`src/rtl/cdu_rc_sequencer_pkg.sv`:
```
// rtl/cdu_rc_sequencer_pkg.sv - shared types and defaults for the CDU read-counter sequencer
// Contents: mode state enum, pulse-direction codes, default parameter values.
package cdu_pkg;

  typedef enum logic [1:0] {
    ST_ZERO   = 2'd0,
    ST_COARSE = 2'd1,
    ST_FINE   = 2'd2
  } cdu_state_e;

  // Direction of the pulse chosen for the current slot.
  localparam logic [1:0] DIR_NONE = 2'b00;
  localparam logic [1:0] DIR_P    = 2'b01;
  localparam logic [1:0] DIR_M    = 2'b10;

  localparam int PEND_W_DEF       = 6;
  localparam int PULSE_DIV_DEF    = 4;
  localparam int COARSE_DWELL_DEF = 16;
  localparam int FINE_HOLD_DEF    = 8;

endpackage

```
`src/rtl/cdu_rc_sequencer_if.sv`:
```
// rtl/cdu_rc_sequencer_if.sv - channel-side signal bundle of the CDU read-counter sequencer
// master: drives tick, AGC moding, comparator status and increment requests; observes results.
// slave : the sequencer; drives rc_clear, mode_coarse, mode_fine, pulse_p, pulse_m, pend, busy.
// Optional macro CDU_RC_OVF_EN adds the sticky ovf flag.
interface cdu_rc_sequencer_if #(
  parameter int PEND_W = cdu_pkg::PEND_W_DEF
);
  logic              tick;
  logic              agc_zero;
  logic              agc_coarse;
  logic              coarse_big;
  logic              fine_null;
  logic              inc_up;
  logic              inc_dn;
  logic              rc_clear;
  logic              mode_coarse;
  logic              mode_fine;
  logic              pulse_p;
  logic              pulse_m;
  logic [PEND_W-1:0] pend;
  logic              busy;
`ifdef CDU_RC_OVF_EN
  logic              ovf;

  modport master (
    output tick, agc_zero, agc_coarse, coarse_big, fine_null, inc_up, inc_dn,
    input  rc_clear, mode_coarse, mode_fine, pulse_p, pulse_m, pend, busy, ovf
  );
  modport slave (
    input  tick, agc_zero, agc_coarse, coarse_big, fine_null, inc_up, inc_dn,
    output rc_clear, mode_coarse, mode_fine, pulse_p, pulse_m, pend, busy, ovf
  );
`else
  modport master (
    output tick, agc_zero, agc_coarse, coarse_big, fine_null, inc_up, inc_dn,
    input  rc_clear, mode_coarse, mode_fine, pulse_p, pulse_m, pend, busy
  );
  modport slave (
    input  tick, agc_zero, agc_coarse, coarse_big, fine_null, inc_up, inc_dn,
    output rc_clear, mode_coarse, mode_fine, pulse_p, pulse_m, pend, busy
  );
`endif
endinterface

```
`src/rtl/cdu_rc_sequencer_pacer.sv`:
```
// rtl/cdu_rc_sequencer_pacer.sv - signed increment backlog and rate-limited AGC pulse generator
// Ports: clk, rst (sync active-high), tick, zero_req (clear/hold backlog), suppress (hold pulses),
//        inc_up/inc_dn (requests), pulse_p/pulse_m (one-clk pulses), pend (backlog), busy (pend != 0),
//        ovf (sticky saturation-drop flag, only with CDU_RC_OVF_EN).
module cdu_pulse_pacer
  import cdu_pkg::*;
#(
  parameter int PEND_W    = PEND_W_DEF,
  parameter int PULSE_DIV = PULSE_DIV_DEF
) (
  input  logic              clk,
  input  logic              rst,
  input  logic              tick,
  input  logic              zero_req,
  input  logic              suppress,
  input  logic              inc_up,
  input  logic              inc_dn,
  output logic              pulse_p,
  output logic              pulse_m,
  output logic [PEND_W-1:0] pend,
`ifdef CDU_RC_OVF_EN
  output logic              ovf,
`endif
  output logic              busy
);

  localparam int SC_W = (PULSE_DIV > 1) ? $clog2(PULSE_DIV) : 1;
  localparam logic [PEND_W-1:0] PEND_MAX = {1'b0, {(PEND_W-1){1'b1}}};
  localparam logic [PEND_W-1:0] PEND_MIN = {1'b1, {(PEND_W-1){1'b0}}};
  localparam logic [SC_W-1:0]   SLOT_LAST = SC_W'(PULSE_DIV - 1);

  logic [PEND_W-1:0] pend_q;
  logic [PEND_W-1:0] pend_req;
  logic [PEND_W-1:0] pend_nxt;
  logic [SC_W-1:0]   slot_cnt;
  logic              slot;
  logic [1:0]        dir_nxt;

  always_comb begin
    // Request update first; simultaneous up/dn cancel, saturation drops the request.
    pend_req = pend_q;
    if (inc_up && !inc_dn && pend_q != PEND_MAX) begin
      pend_req = pend_q + PEND_W'(1);
    end else if (inc_dn && !inc_up && pend_q != PEND_MIN) begin
      pend_req = pend_q - PEND_W'(1);
    end

    // The sign test sees this cycle's request, so a slot-cycle request can pulse at once.
    slot    = tick && (slot_cnt == SLOT_LAST);
    dir_nxt = DIR_NONE;
    if (slot && !suppress && !zero_req) begin
      if (pend_req[PEND_W-1]) begin
        dir_nxt = DIR_M;
      end else if (pend_req != '0) begin
        dir_nxt = DIR_P;
      end
    end

    pend_nxt = pend_req;
    if (dir_nxt == DIR_P) begin
      pend_nxt = pend_req - PEND_W'(1);
    end else if (dir_nxt == DIR_M) begin
      pend_nxt = pend_req + PEND_W'(1);
    end
  end

  always_ff @(posedge clk) begin
    if (rst) begin
      pend_q   <= '0;
      slot_cnt <= '0;
      pulse_p  <= 1'b0;
      pulse_m  <= 1'b0;
    end else begin
      // Slot phase is held at 0 while zeroed so the first slot after release is PULSE_DIV ticks out.
      if (zero_req) begin
        slot_cnt <= '0;
      end else if (tick) begin
        slot_cnt <= (slot_cnt == SLOT_LAST) ? '0 : slot_cnt + SC_W'(1);
      end
      pend_q  <= zero_req ? '0 : pend_nxt;
      pulse_p <= (dir_nxt == DIR_P);
      pulse_m <= (dir_nxt == DIR_M);
    end
  end

`ifdef CDU_RC_OVF_EN
  always_ff @(posedge clk) begin
    if (rst || zero_req) begin
      ovf <= 1'b0;
    end else if ((inc_up && !inc_dn && pend_q == PEND_MAX) ||
                 (inc_dn && !inc_up && pend_q == PEND_MIN)) begin
      ovf <= 1'b1;
    end
  end
`endif

  assign pend = pend_q;
  assign busy = (pend_q != '0);

endmodule

```
`src/rtl/cdu_rc_sequencer.sv`:
```
// rtl/cdu_rc_sequencer.sv - ZERO/COARSE/FINE mode sequencer for one CDU read-counter channel
// Ports: clk, rst (sync active-high), bus (cdu_rc_sequencer_if.slave: tick, agc_zero, agc_coarse,
//        coarse_big, fine_null, inc_up, inc_dn in; rc_clear, mode_coarse, mode_fine, pulse_p,
//        pulse_m, pend, busy out). Optional macro CDU_RC_OVF_EN adds bus.ovf.
module cdu_rc_sequencer
  import cdu_pkg::*;
#(
  parameter int PEND_W       = PEND_W_DEF,
  parameter int PULSE_DIV    = PULSE_DIV_DEF,
  parameter int COARSE_DWELL = COARSE_DWELL_DEF,
  parameter int FINE_HOLD    = FINE_HOLD_DEF
) (
  input logic               clk,
  input logic               rst,
  cdu_rc_sequencer_if.slave bus
);

  localparam int DW_W = $clog2(COARSE_DWELL + 1);
  localparam int NH_W = $clog2(FINE_HOLD + 1);
  localparam logic [DW_W-1:0] DWELL_MAX = DW_W'(COARSE_DWELL);
  localparam logic [NH_W-1:0] HOLD_MAX  = NH_W'(FINE_HOLD);

  cdu_state_e      state;
  logic [DW_W-1:0] dwell_cnt;
  logic [NH_W-1:0] null_cnt;
  logic [DW_W-1:0] dwell_inc;
  logic [NH_W-1:0] null_inc;
  logic            rc_clear_q;
  logic            mode_coarse_q;
  logic            mode_fine_q;
  logic            zero_req;

  // Both counters saturate so a long COARSE stay cannot wrap them back below threshold.
  always_comb begin
    dwell_inc = (dwell_cnt == DWELL_MAX) ? dwell_cnt : dwell_cnt + DW_W'(1);
    null_inc  = '0;
    if (bus.fine_null) begin
      null_inc = (null_cnt == HOLD_MAX) ? null_cnt : null_cnt + NH_W'(1);
    end
  end

  always_ff @(posedge clk) begin
    if (rst) begin
      state         <= ST_ZERO;
      dwell_cnt     <= '0;
      null_cnt      <= '0;
      rc_clear_q    <= 1'b1;
      mode_coarse_q <= 1'b0;
      mode_fine_q   <= 1'b0;
    end else if (bus.tick) begin
      if (bus.agc_zero) begin
        state         <= ST_ZERO;
        dwell_cnt     <= '0;
        null_cnt      <= '0;
        rc_clear_q    <= 1'b1;
        mode_coarse_q <= 1'b0;
        mode_fine_q   <= 1'b0;
      end else begin
        case (state)
          ST_ZERO: begin
            state         <= ST_COARSE;
            rc_clear_q    <= 1'b0;
            mode_coarse_q <= 1'b1;
            mode_fine_q   <= 1'b0;
          end
          ST_COARSE: begin
            dwell_cnt <= dwell_inc;
            null_cnt  <= null_inc;
            if (dwell_inc == DWELL_MAX && null_inc == HOLD_MAX && !bus.agc_coarse) begin
              state         <= ST_FINE;
              mode_coarse_q <= 1'b0;
              mode_fine_q   <= 1'b1;
            end
          end
          ST_FINE: begin
            if (bus.coarse_big || bus.agc_coarse) begin
              state         <= ST_COARSE;
              dwell_cnt     <= '0;
              null_cnt      <= '0;
              mode_coarse_q <= 1'b1;
              mode_fine_q   <= 1'b0;
            end
          end
          default: begin
            state         <= ST_ZERO;
            dwell_cnt     <= '0;
            null_cnt      <= '0;
            rc_clear_q    <= 1'b1;
            mode_coarse_q <= 1'b0;
            mode_fine_q   <= 1'b0;
          end
        endcase
      end
    end
  end

  // Include the deciding agc_zero tick so the backlog clears and pulses stop on that same edge.
  assign zero_req = (state == ST_ZERO) || (bus.tick && bus.agc_zero);

  assign bus.rc_clear    = rc_clear_q;
  assign bus.mode_coarse = mode_coarse_q;
  assign bus.mode_fine   = mode_fine_q;

  cdu_pulse_pacer #(
    .PEND_W    (PEND_W),
    .PULSE_DIV (PULSE_DIV)
  ) u_pacer (
    .clk      (clk),
    .rst      (rst),
    .tick     (bus.tick),
    .zero_req (zero_req),
    .suppress (bus.agc_coarse),
    .inc_up   (bus.inc_up),
    .inc_dn   (bus.inc_dn),
    .pulse_p  (bus.pulse_p),
    .pulse_m  (bus.pulse_m),
    .pend     (bus.pend),
`ifdef CDU_RC_OVF_EN
    .ovf      (bus.ovf),
`endif
    .busy     (bus.busy)
  );

endmodule
```
`src/flat_wrapper.sv`:
```
// flat-port wrapper written by rule: the top's interface ports become plain ports
module cdu_rc_sequencer_flat import cdu_pkg::*;
#(
  parameter int PEND_W       = PEND_W_DEF,
  parameter int PULSE_DIV    = PULSE_DIV_DEF,
  parameter int COARSE_DWELL = COARSE_DWELL_DEF,
  parameter int FINE_HOLD    = FINE_HOLD_DEF
)
  (clk, rst, bus_tick, bus_agc_zero, bus_agc_coarse, bus_coarse_big, bus_fine_null, bus_inc_up, bus_inc_dn, bus_rc_clear, bus_mode_coarse, bus_mode_fine, bus_pulse_p, bus_pulse_m, bus_pend, bus_busy);
  cdu_rc_sequencer_if #(.PEND_W(PEND_W)) bus_i ();
  input logic clk;
  input logic rst;
  input wire logic [$bits(bus_i.tick)-1:0] bus_tick;
  input wire logic [$bits(bus_i.agc_zero)-1:0] bus_agc_zero;
  input wire logic [$bits(bus_i.agc_coarse)-1:0] bus_agc_coarse;
  input wire logic [$bits(bus_i.coarse_big)-1:0] bus_coarse_big;
  input wire logic [$bits(bus_i.fine_null)-1:0] bus_fine_null;
  input wire logic [$bits(bus_i.inc_up)-1:0] bus_inc_up;
  input wire logic [$bits(bus_i.inc_dn)-1:0] bus_inc_dn;
  output wire logic [$bits(bus_i.rc_clear)-1:0] bus_rc_clear;
  output wire logic [$bits(bus_i.mode_coarse)-1:0] bus_mode_coarse;
  output wire logic [$bits(bus_i.mode_fine)-1:0] bus_mode_fine;
  output wire logic [$bits(bus_i.pulse_p)-1:0] bus_pulse_p;
  output wire logic [$bits(bus_i.pulse_m)-1:0] bus_pulse_m;
  output wire logic [$bits(bus_i.pend)-1:0] bus_pend;
  output wire logic [$bits(bus_i.busy)-1:0] bus_busy;
  assign bus_i.tick = bus_tick;
  assign bus_i.agc_zero = bus_agc_zero;
  assign bus_i.agc_coarse = bus_agc_coarse;
  assign bus_i.coarse_big = bus_coarse_big;
  assign bus_i.fine_null = bus_fine_null;
  assign bus_i.inc_up = bus_inc_up;
  assign bus_i.inc_dn = bus_inc_dn;
  assign bus_rc_clear = bus_i.rc_clear;
  assign bus_mode_coarse = bus_i.mode_coarse;
  assign bus_mode_fine = bus_i.mode_fine;
  assign bus_pulse_p = bus_i.pulse_p;
  assign bus_pulse_m = bus_i.pulse_m;
  assign bus_pend = bus_i.pend;
  assign bus_busy = bus_i.busy;
  cdu_rc_sequencer #(.PEND_W(PEND_W), .PULSE_DIV(PULSE_DIV), .COARSE_DWELL(COARSE_DWELL), .FINE_HOLD(FINE_HOLD)) u_core (.clk(clk), .rst(rst), .bus(bus_i));
endmodule
```
`config.mk`:
```
export PLATFORM = sky130hd
export DESIGN_NAME = cdu_rc_sequencer_flat
export DESIGN_NICKNAME = d
export VERILOG_FILES = /design/src/rtl/cdu_rc_sequencer_pkg.sv /design/src/rtl/cdu_rc_sequencer_if.sv /design/src/rtl/cdu_rc_sequencer_pacer.sv /design/src/rtl/cdu_rc_sequencer.sv /design/src/flat_wrapper.sv
export SDC_FILE = /design/constraint.sdc
export NUM_CORES = 1
export LEC_CHECK = 0
export CAP_MARGIN = 20
export CORE_MARGIN = 4
export CORE_UTILIZATION = 39
export DETAILED_ROUTE_END_ITERATION = 10
export SYNTH_ARGS = -nofsm -noshare
export SYNTH_HDL_FRONTEND = slang
export SYNTH_SLANG_ARGS = --single-unit
```
`constraint.sdc`:
```
create_clock -name clk -period 3.3 [get_ports clk]
set_input_delay 0.825 -clock clk [delete_from_list [all_inputs] [get_ports clk]]
set_output_delay 0.825 -clock clk [all_outputs]
set_load 0.01 [all_outputs]
```
==> results of run 1 <==
==> cell type report <==
| type | count | area, sq um | share of cell area [%] |
|---|---|---|---|
| clock buffers | 3 | 41.3 | 1.91 |
| clock inverters | 1 | 5.00 | 0.231 |
| inverters | 14 | 52.6 | 2.43 |
| multi-input cells | 182 | 1260 | 58.4 |
| flip-flops and latches | 23 | 460 | 21.3 |
| well taps | 52 | 65.1 | 3.01 |
| repair buffers | 30 | 275 | 12.7 |
==> per-layer routing <==
metal	wire, um	vias to the layer above	track usage [%]
li1	-	872	-
met1	2150	752	20.8
met2	1620	45	20.6
met3	204	6	2.01
met4	60	0	5.25
met5	0	-	0
==> worst paths after layout <==
check	startpoint	to	slack, ns	cells past startpoint
hold reg to reg	u_core.u_pacer.slot_cnt[1]	u_core.u_pacer.slot_cnt[1]	0.51	2
setup / recovery	bus_inc_dn	u_core.u_pacer.pend[1]	0.31	11
setup reg to reg	u_core.u_pacer.pend[0]	u_core.u_pacer.pend[1]	0.59	12
hold / removal	u_core.u_pacer.slot_cnt[1]	u_core.u_pacer.slot_cnt[1]	0.51	2
==> registers in the layout (all words and copies together) (netlist names) <==
register and count:
u_core.u_pacer.pulse_p 1, u_core.bus.mode_coarse 1, u_core.u_pacer.slot_cnt 2, u_core.u_pacer.pend 6
u_core.null_cnt 4, u_core.dwell_cnt 5, u_core.bus.mode_fine 1, u_core.state 1
u_core.u_pacer.pulse_m 1, u_core.bus.rc_clear 1
==> stage by stage <==
stage                     hold slack, ns  cells  setup slack, ns  area [sq um]
after floorplan                    0.465    227            0.676          1820
after global placement             0.482    301            0.155          2120
after detailed placement           0.499    301           0.0754          2120
after CTS                          0.522    305            0.339          2160
after global routing               0.553    305            0.106          2160
final                              0.508    305            0.314          2160
==> layout by cell type (no fill, tap or decap), types with 2 or more instances in the layout <==
cell             count
a21o_1               2
a211oi_1             7
o21ai_1              4
a32oi_1              2
nor3_1               8
clkdlybuf4s50_1     20
xnor2_1              4
nand2_1             21
nor2_1              25
inv_1               14
xor2_1               2
clkbuf_8             3
a211o_1              3
or3_1                3
or2_1                2
buf_4               10
nand3_1              8
dfxtp_1             23
or4_1                2
and3_1               4
a211oi_2             2
ha_1                15
nor2b_1              4
nand4b_1             2
nor4_1               2
o21ai_0              8
a221oi_1             2
mux2i_1              7
a21oi_1             15
nand2b_1             4
or4b_1               2
==> cell families (layout without fill, tap and decap cells) <==
group,Yosys count,after routing
and+or+nand+nor,96,96
AOI/OAI and AO/OA,57,57
DFF,23,23
buffers and inverters,22,48
adders and majority gates,15,15
xor gates and xnor gates,7,7
muxes,7,7
==> tightest hold or removal path, stage by stage (launching register included) <==
cell,delay (ns)
dfxtp_1,0.34
mux2i_1,0.07
nor2_1,0.07
==> power groups by stage <==
stage / sequential [uW] / clock, uW / combinational, uW
6_report: 286 / 178 / 124
5_1_grt: 287 / 201 / 137
4_1_cts: 286 / 189 / 124
3_5_place_dp: 293 / 0 / 123
3_3_place_gp: 293 / 0 / 123
2_1_floorplan: 292 / 0 / 78.4
==> results.txt, run 1 <==
status: finished, final reports clean
Num CTS Buffers: 3
peak supply drop: 0.192 mV
PortBufs: 20
Post-Route WL: 4.04 mm
Clock Tree Buf Depth: 2
area leader, netlist: dfxtp_1
Initial Util: 40.9%
largest family of logic cells by synthesized area: simple AND/OR/NAND/NOR gates
Worst EP arrival: 3.17 ns
core area: 4440 sq um
vias in the first global route: 1507
RD Place Congestion: 0.855
clock share of power: 30.3%
RSZ-0062 raised after global routing: false
CP bufs+invs: 2
Synth Area in Simple Gates: 28.0%
I/O pins: 21
Final ANT Viol Nets: 0
Sink Count: 23
area share of the largest cell type after synthesis: 25.3%
Synth Area in Adders: 10.3%
count leader, synth: nor2_1
Async SR Flop Fraction: 0%
vias after detailed routing: 1675
TritonCTS clock tree: built
P_leak: 0.000825 uW
Max Slew Vio Count: 0
Hold Buf Count CTS: 0
GRT Total Usage: 14.1%
Yosys warnings: 0
layout cells sized above 1: 9.09%
Vias per Instance: 5.49
Final Power: 588 uW
diode count: 0
final setup TNS: 0 ns
Int Pwr: 423 uW
element type at the critical path end: flop
P per Cell Area: 272 nW/um^2
final design utilization: 48.6%
post-synthesis sequential area ratio: 25.3%
Slew headroom: 53.5%
clk_skew: 0.00321 ns
post-layout min period: 2.99 ns
largest cells by area after synthesis: dfxtp_1 25%, ha_1 10%, nor2_1 5.2%
worst-path cell chain: clkdlybuf4s50_1 -> nand2b_1 -> a21oi_1 -> nor2_1 -> xnor2_1 -> inv_1 -> ha_1 -> o21ai_1 -> o311ai_4 -> a21oi_1 -> a211oi_1
Synth Flop Type: dfxtp_1
Clock Latency Late Sink: 0.27 ns
Syn Area/Cell: 8.01 sq um
Distinct cells, synth: 53
slowest library cell on the worst path: clkdlybuf4s50_1
Seq pwr share: 48.6%
antenna violations before repair: 0
Max Clock Freq: 0.335 GHz
family with the most delay on the worst path: compound AO/OA/AOI/OAI gates
dpl hpwl: 3.11 mm
Final period util: 90.5%
Sw Share: 28.2%
DR iter-0 viols: 93
chip width: 76.3 um
die area: 5820 sq um
fillers: 440
post-cts sizing count: 0
drt wl/cell: 13.2 um
Post-synth EDFFs: 0
CP max stage delay: 0.48 ns
cells after synthesis: 227
row count: 24
Worst Max-Slew Pin Slew: 0.688 ns
post-CTS setup repair buffer count: 0
Finish-stage setup viols: 0
Yosys reg bits: 23
CP Data Required Time: 3.49 ns
drt first pass iters: 4
Remaining DRCs: 0
complex-gate fraction of the synthesized area: 23.5%
CP max FO: 5
first-pass GRT wire length: 6.96 mm
Synthesized Nets: 251
Post-synth top cells: 25 x nor2_1, 23 x dfxtp_1, 21 x nand2_1, 15 x a21oi_1, 15 x ha_1
Fin. Hold Viols: 0
Root Buffer: clkbuf_8
Clock H-tree levels: 1
max-cap viol count: 0
height of the die: 76.3 um
switching power: 166 uW
Clock Pin Slew Worst Setup and Hold Paths: 0.08 ns
Final #Nets: 278
mux contribution to synthesized area: 3.85%
total grt overflow: 0
Comb power frac: 21.1%
Post-Synth XOR/XNOR Area: 3.79%
crit path launch type: primary input
area grow syn2layout: 18.9%
Setup Crit Path Kind: primary input to flop
Hold Path Class: flop to flop
pin count of the biggest net entering global routing: 14
Synth Cell Area: 1820 sq um
most frequent CP cell: a21oi_1
Power figures use the tool's default switching activity.
==> inputs of run 2 (changes only) <==
==> constraint.sdc (replaced) <==
create_clock -name clk -period 3.8 [get_ports clk]
set_input_delay 0.95 -clock clk [delete_from_list [all_inputs] [get_ports clk]]
set_output_delay 0.95 -clock clk [all_outputs]
set_load 0.01 [all_outputs]
==> run 2 against run 1 <==
Net effect:
- routed wire length decreased by 0.74%
- first-iteration DRC count increased by 5.4%
- hold slack got worse by 0.0055 ns
- die area unchanged
- highest routed layer unchanged
==> results.txt, run 2 (synthesized netlist as in run 1, its figures left out) <==
status: finished, final reports clean
Vias per Instance: 5.46 (-0.49%)
max reg flops: 6 (unchanged)
total grt overflow: 0 (unchanged)
area grow syn2layout: 16.4%
Final Power: 502 uW (-15%)
Max Clock Freq: 0.312 GHz
Final period util: 84.5%
Clock H-tree levels: 1 (unchanged)
row count: 24 (unchanged)
dpl hpwl: 3.08 mm (-1.1%)
vias in the first global route: 1533 (+1.7%)
P_leak: 0.000795 uW (-3.6%)
TritonCTS clock tree: built
drt wl/cell: 13.4 um (+1.2%)
PortBufs: 20 (unchanged)
Fin. Hold Viols: 0 (unchanged)
Reg area: 460 sq um (unchanged)
post-cts sizing count: 0 (unchanged)
Final ANT Viol Nets: 0 (unchanged)
GRT Total Usage: 14.3% (+0.13 points)
Hold Path Class: flop to flop
height of the die: 76.3 um (unchanged)
fillers: 460 (+4.5%)
die area: 5820 sq um (unchanged)
area occupied by multi-input gates: 1260 sq um (unchanged)
CP max FO: 5 (unchanged)
final design utilization: 47.6% (-1.0 points)
P per Cell Area: 237 nW/um^2 (-13%)
Remaining DRCs: 0 (unchanged)
diode count: 0 (unchanged)
CP Data Required Time: 3.99 ns (+0.50 ns)
antenna violations before repair: 0 (unchanged)
RD Place Congestion: 0.828 (-3.2%)
I/O pins: 21 (unchanged)
peak supply drop: 0.154 mV (-20%)
Clock Tree Buf Depth: 2 (unchanged)
layout cells sized above 1: 6.88% (-2.2 points)
Clock Pin Slew Worst Setup and Hold Paths: 0.08 ns (about the same)
first-pass GRT wire length: 7.03 mm (+1.1%)
most common cell after layout, fill and taps aside: nor2_1
vias after detailed routing: 1634 (-2.4%)
Setup Crit Path Kind: primary input to flop
max-cap viol count: 0 (unchanged)
final setup TNS: 0 ns (unchanged)
DR iter-0 viols: 98 (+5.4%)
fin area: 2120 sq um (-2.1%)
Sink Count: 23 (unchanged)
drt first pass iters: 4 (unchanged)
Worst EP arrival: 3.40 ns (+0.23 ns)
placed inst area: 2070 sq um (-2.1%)
Hold WS: 0.503 ns (-0.00555 ns)
Post-Route WL: 4.01 mm (-0.74%)
Num CTS Buffers: 3 (unchanged)
clk_skew: 0.00751 ns (+0.00430 ns)
Clock Latency Late Sink: 0.26 ns (about the same)
Worst Max-Slew Pin Slew: 0.715 ns (+0.0276 ns)
RSZ-0062 raised after global routing: false
post-layout min period: 3.21 ns
worst-path cell chain: clkdlybuf4s50_1 -> nand2b_1 -> a21oi_1 -> nor2_1 -> xnor2_1 -> inv_1 -> ha_1 -> o21ai_1 -> o311ai_4 -> and3_1 -> nor3_1
core area: 4440 sq um (unchanged)
Slew headroom: 51.7% (-1.9 points)
Initial Util: 40.9% (unchanged)
Finish-stage setup viols: 0 (unchanged)
Hold Buf Count CTS: 0 (unchanged)
element type at the critical path end: flop
Root Buffer: clkbuf_8
crit path launch type: primary input
most frequent cells in the layout: 25 x nor2_1, 23 x dfxtp_1, 21 x nand2_1
CP max stage delay: 0.46 ns (-0.02 ns)
chip width: 76.3 um (unchanged)
Final #Nets: 272 (-2.2%)
Max Slew Vio Count: 0 (unchanged)
post-CTS setup repair buffer count: 0 (unchanged)
slowest library cell on the worst path: clkdlybuf4s50_1
pin count of the biggest net entering global routing: 14 (unchanged)
[run 2: path summary, 6_finish.rpt]
check	start	end	slack [ns]	cells past startpoint
setup reg to reg	u_core.u_pacer.pend[0]	u_core.u_pacer.pend[0]	1.01	12
hold / removal	u_core.u_pacer.slot_cnt[1]	u_core.u_pacer.slot_cnt[1]	0.50	2
setup / recovery	bus_inc_up	u_core.u_pacer.pend[0]	0.59	11
hold reg to reg	u_core.u_pacer.slot_cnt[1]	u_core.u_pacer.slot_cnt[1]	0.50	2
[run 2: per-layer routing]
layer / up-vias / GRT usage, % / part of all wire (%)
met4: 0 / 3.80 / 0.62
met5: - / 0 / 0
met1: 747 / 21.2 / 55
met2: 21 / 21.3 / 42
met3: 2 / 2.13 / 2.2
li1: 864 / - / -
[run 2: critical path, delay by kind of cell]
family,cells,cell delay (ns)
adder cells (fa/ha/maj),1,0.21
AND/OR/NAND/NOR,4,0.69
buffers and inverters,2,0.61
AO/OA/AOI/OAI,3,0.60
XOR/XNOR,1,0.32
[run 2: layout make-up]
class	count	share of cell area [%]
Inverter	14	2.48
Clock inverter	1	0.236
Clock buffer	3	1.95
Multi-Input combinational cell	182	59.6
Timing Repair Buffer	24	10.9
Tap cell	52	3.07
Sequential cell	23	21.7
[run 2: per-stage QoR]
stage               worst slack (ns)  instances
floorplan                       1.05        227
global placement               0.416        295
detailed placement             0.341        295
CTS                            0.608        299
global route                   0.369        299
finish                         0.590        299
[run 2: report_power, final]
part	internal, uW	switching, uW
logic	44.5	56.5
clock network	73.1	79.4
registers	244	4.36
total	362	140
==> inputs of run 3 (changes only) <==
==> constraint.sdc (replaced) <==
create_clock -name clk -period 3 [get_ports clk]
set_input_delay 0.75 -clock clk [delete_from_list [all_inputs] [get_ports clk]]
set_output_delay 0.75 -clock clk [all_outputs]
set_load 0.01 [all_outputs]
==> run 3 against run 2 <==
Net effect:
- hold slack improved by 0.0016 ns
- design area rose by 5.7%
- sequential power up 27%
- utilization rose by 2.7 points
- die area stayed put
==> results.txt, run 3 (synthesized netlist as in run 1, its figures left out) <==
status: finished, final reports clean
Root Buffer: clkbuf_8
R2R Path End: u_core.u_pacer.pend[1]
FF-to-FF path depth: 12 (unchanged)
Slew headroom: 53.7% (+2.0 points)
P per Cell Area: 294 nW/um^2 (+24%)
crit path launch type: primary input
final setup TNS: 0 ns (unchanged)
Final #Nets: 288 (+5.9%)
diode count: 0 (unchanged)
Hold Path End: u_core.bus.mode_coarse
Clock Latency Late Sink: 0.26 ns (about the same)
CP max FO: 5 (unchanged)
Num CTS Buffers: 3 (unchanged)
peak supply drop: 0.210 mV (+36%)
most common cell after layout, fill and taps aside: nor2_1
Crit Reg-Reg Startpoint: u_core.u_pacer.pend[0]
Clock Tree Buf Depth: 2 (unchanged)
TritonCTS clock tree: built
DR iter-0 viols: 72 (-27%)
max-cap viol count: 0 (unchanged)
CP max stage delay: 0.52 ns (+0.06 ns)
placed inst area: 2190 sq um (+5.8%)
core area: 4440 sq um (unchanged)
Max Slew Vio Count: 0 (unchanged)
P_leak: 0.000873 uW (+9.7%)
Fin. Hold Viols: 0 (unchanged)
Finish-stage setup viols: 0 (unchanged)
Worst EP arrival: 2.95 ns (-0.45 ns)
fillers: 460 (unchanged)
Reg area: 460 sq um (unchanged)
area grow syn2layout: 23.1%
Initial Util: 40.9% (unchanged)
Post-Route WL: 4.06 mm (+1.2%)
slowest library cell on the worst path: or4b_1
clk_skew: 0.00269 ns (-0.00482 ns)
Clock H-tree levels: 1 (unchanged)
most frequent cells in the layout: 25 x nor2_1, 23 x dfxtp_1, 21 x nand2_1
HP Start: u_core.bus.mode_coarse
vias after detailed routing: 1684 (+3.1%)
element type at the critical path end: flop
RSZ-0062 raised after global routing: false
area occupied by multi-input gates: 1260 sq um (unchanged)
height of the die: 76.3 um (unchanged)
Final period util: 92.2%
total grt overflow: 0 (unchanged)
Max Clock Freq: 0.361 GHz
CP Data Required Time: 3.18 ns (-0.81 ns)
I/O pins: 21 (unchanged)
post-cts sizing count: 0 (unchanged)
Vias per Instance: 5.35 (-2.2%)
Hold Path Class: flop to flop
post-CTS setup repair buffer count: 0 (unchanged)
Hold Path Depth: 2 (unchanged)
PortBufs: 20 (unchanged)
pin count of the biggest net entering global routing: 14 (unchanged)
antenna violations before repair: 0 (unchanged)
dpl hpwl: 3.12 mm (+1.5%)
Sink Count: 23 (unchanged)
Setup Crit Path Kind: primary input to flop
Remaining DRCs: 0 (unchanged)
vias in the first global route: 1520 (-0.85%)
GRT Total Usage: 13.8% (-0.45 points)
drt wl/cell: 12.9 um (-3.9%)
chip width: 76.3 um (unchanged)
worst-path cell chain: clkdlybuf4s50_1 -> buf_4 -> or4b_1 -> o21ai_1 -> o21ai_1 -> o311ai_4 -> a21oi_1 -> a211oi_1
Hold Buf Count CTS: 0 (unchanged)
post-layout min period: 2.77 ns
Clock Pin Slew Worst Setup and Hold Paths: 0.09 ns (about the same)
drt first pass iters: 4 (unchanged)
die area: 5820 sq um (unchanged)
first-pass GRT wire length: 6.92 mm (-1.6%)
Final ANT Viol Nets: 0 (unchanged)
RD Place Congestion: 0.771 (-6.8%)
R2R Setup Slk: 0.38 ns (-0.63 ns)
most frequent CP cell: o21ai_1
max reg flops: 6 (unchanged)
CP startpoint: bus_inc_up
fin area: 2240 sq um (+5.7%)
row count: 24 (unchanged)
Worst Max-Slew Pin Slew: 0.685 ns (-0.0303 ns)
layout cells sized above 1: 12.5% (+5.7 points)
[run 3: changes by cell type in the layout (fill, tap and decap cells not counted), sizes merged]
cell	change
buf	+16
[run 3: worst max path at each step]
stage                                  end  slack [ns]  cells after the start
global route        u_core.u_pacer.pend[1]        0.08                      9
CTS                 u_core.u_pacer.pend[1]        0.23                      8
floorplan           u_core.u_pacer.pend[0]        0.44                     12
global placement    u_core.u_pacer.pend[3]       0.005                      8
detailed placement  u_core.u_pacer.pend[1]       -0.03                      8
finish              u_core.u_pacer.pend[1]        0.23                      8
[run 3: area by class of cell]
| class | count | share of cell area [%] |
|---|---|---|
| clock inverter | 1 | 0.224 |
| inverter | 14 | 2.35 |
| tap | 52 | 2.91 |
| multi-input combinational | 182 | 56.4 |
| clock buffer | 3 | 1.85 |
| sequential | 23 | 20.6 |
| timing repair buffer | 40 | 15.7 |
[run 3: worst max-delay path: cells and delay by family]
family | cells | cell delay, ns
and+or+nand+nor | 1 | 0.52
buffers and inverters | 2 | 0.58
AOI/OAI and AO/OA | 5 | 1.08
[run 3: routing by layer]
layer | track usage, % | vias to the layer above | wire length, um
met4 | 2.17 | 0 | 19
met5 | 0 | - | 0
li1 | - | 894 | -
met2 | 20.7 | 27 | 1700
met1 | 20.9 | 761 | 2200
met3 | 2.13 | 2 | 132
[run 3: report_power, final]
part	internal [uW]	leakage, uW	switching [uW]
Clock	92.7	0.0000255	104
Sequential	310	0.000186	5.48
Combinational	70.7	0.000661	74.5
Total	473	0.000873	184
[run 3: per-stage QoR]
step	hold WS (ns)	instances	utilization [%]	setup WS [ns]	power, uW
finish	0.504	315	50.3	0.233	657
global route	0.554	315	50.3	0.0816	691
CTS	0.515	315	50.3	0.227	665
detailed placement	0.489	311	49.3	-0.0298	467
global placement	0.479	311	49.3	0.00475	468
floorplan	0.465	227	-	0.443	408
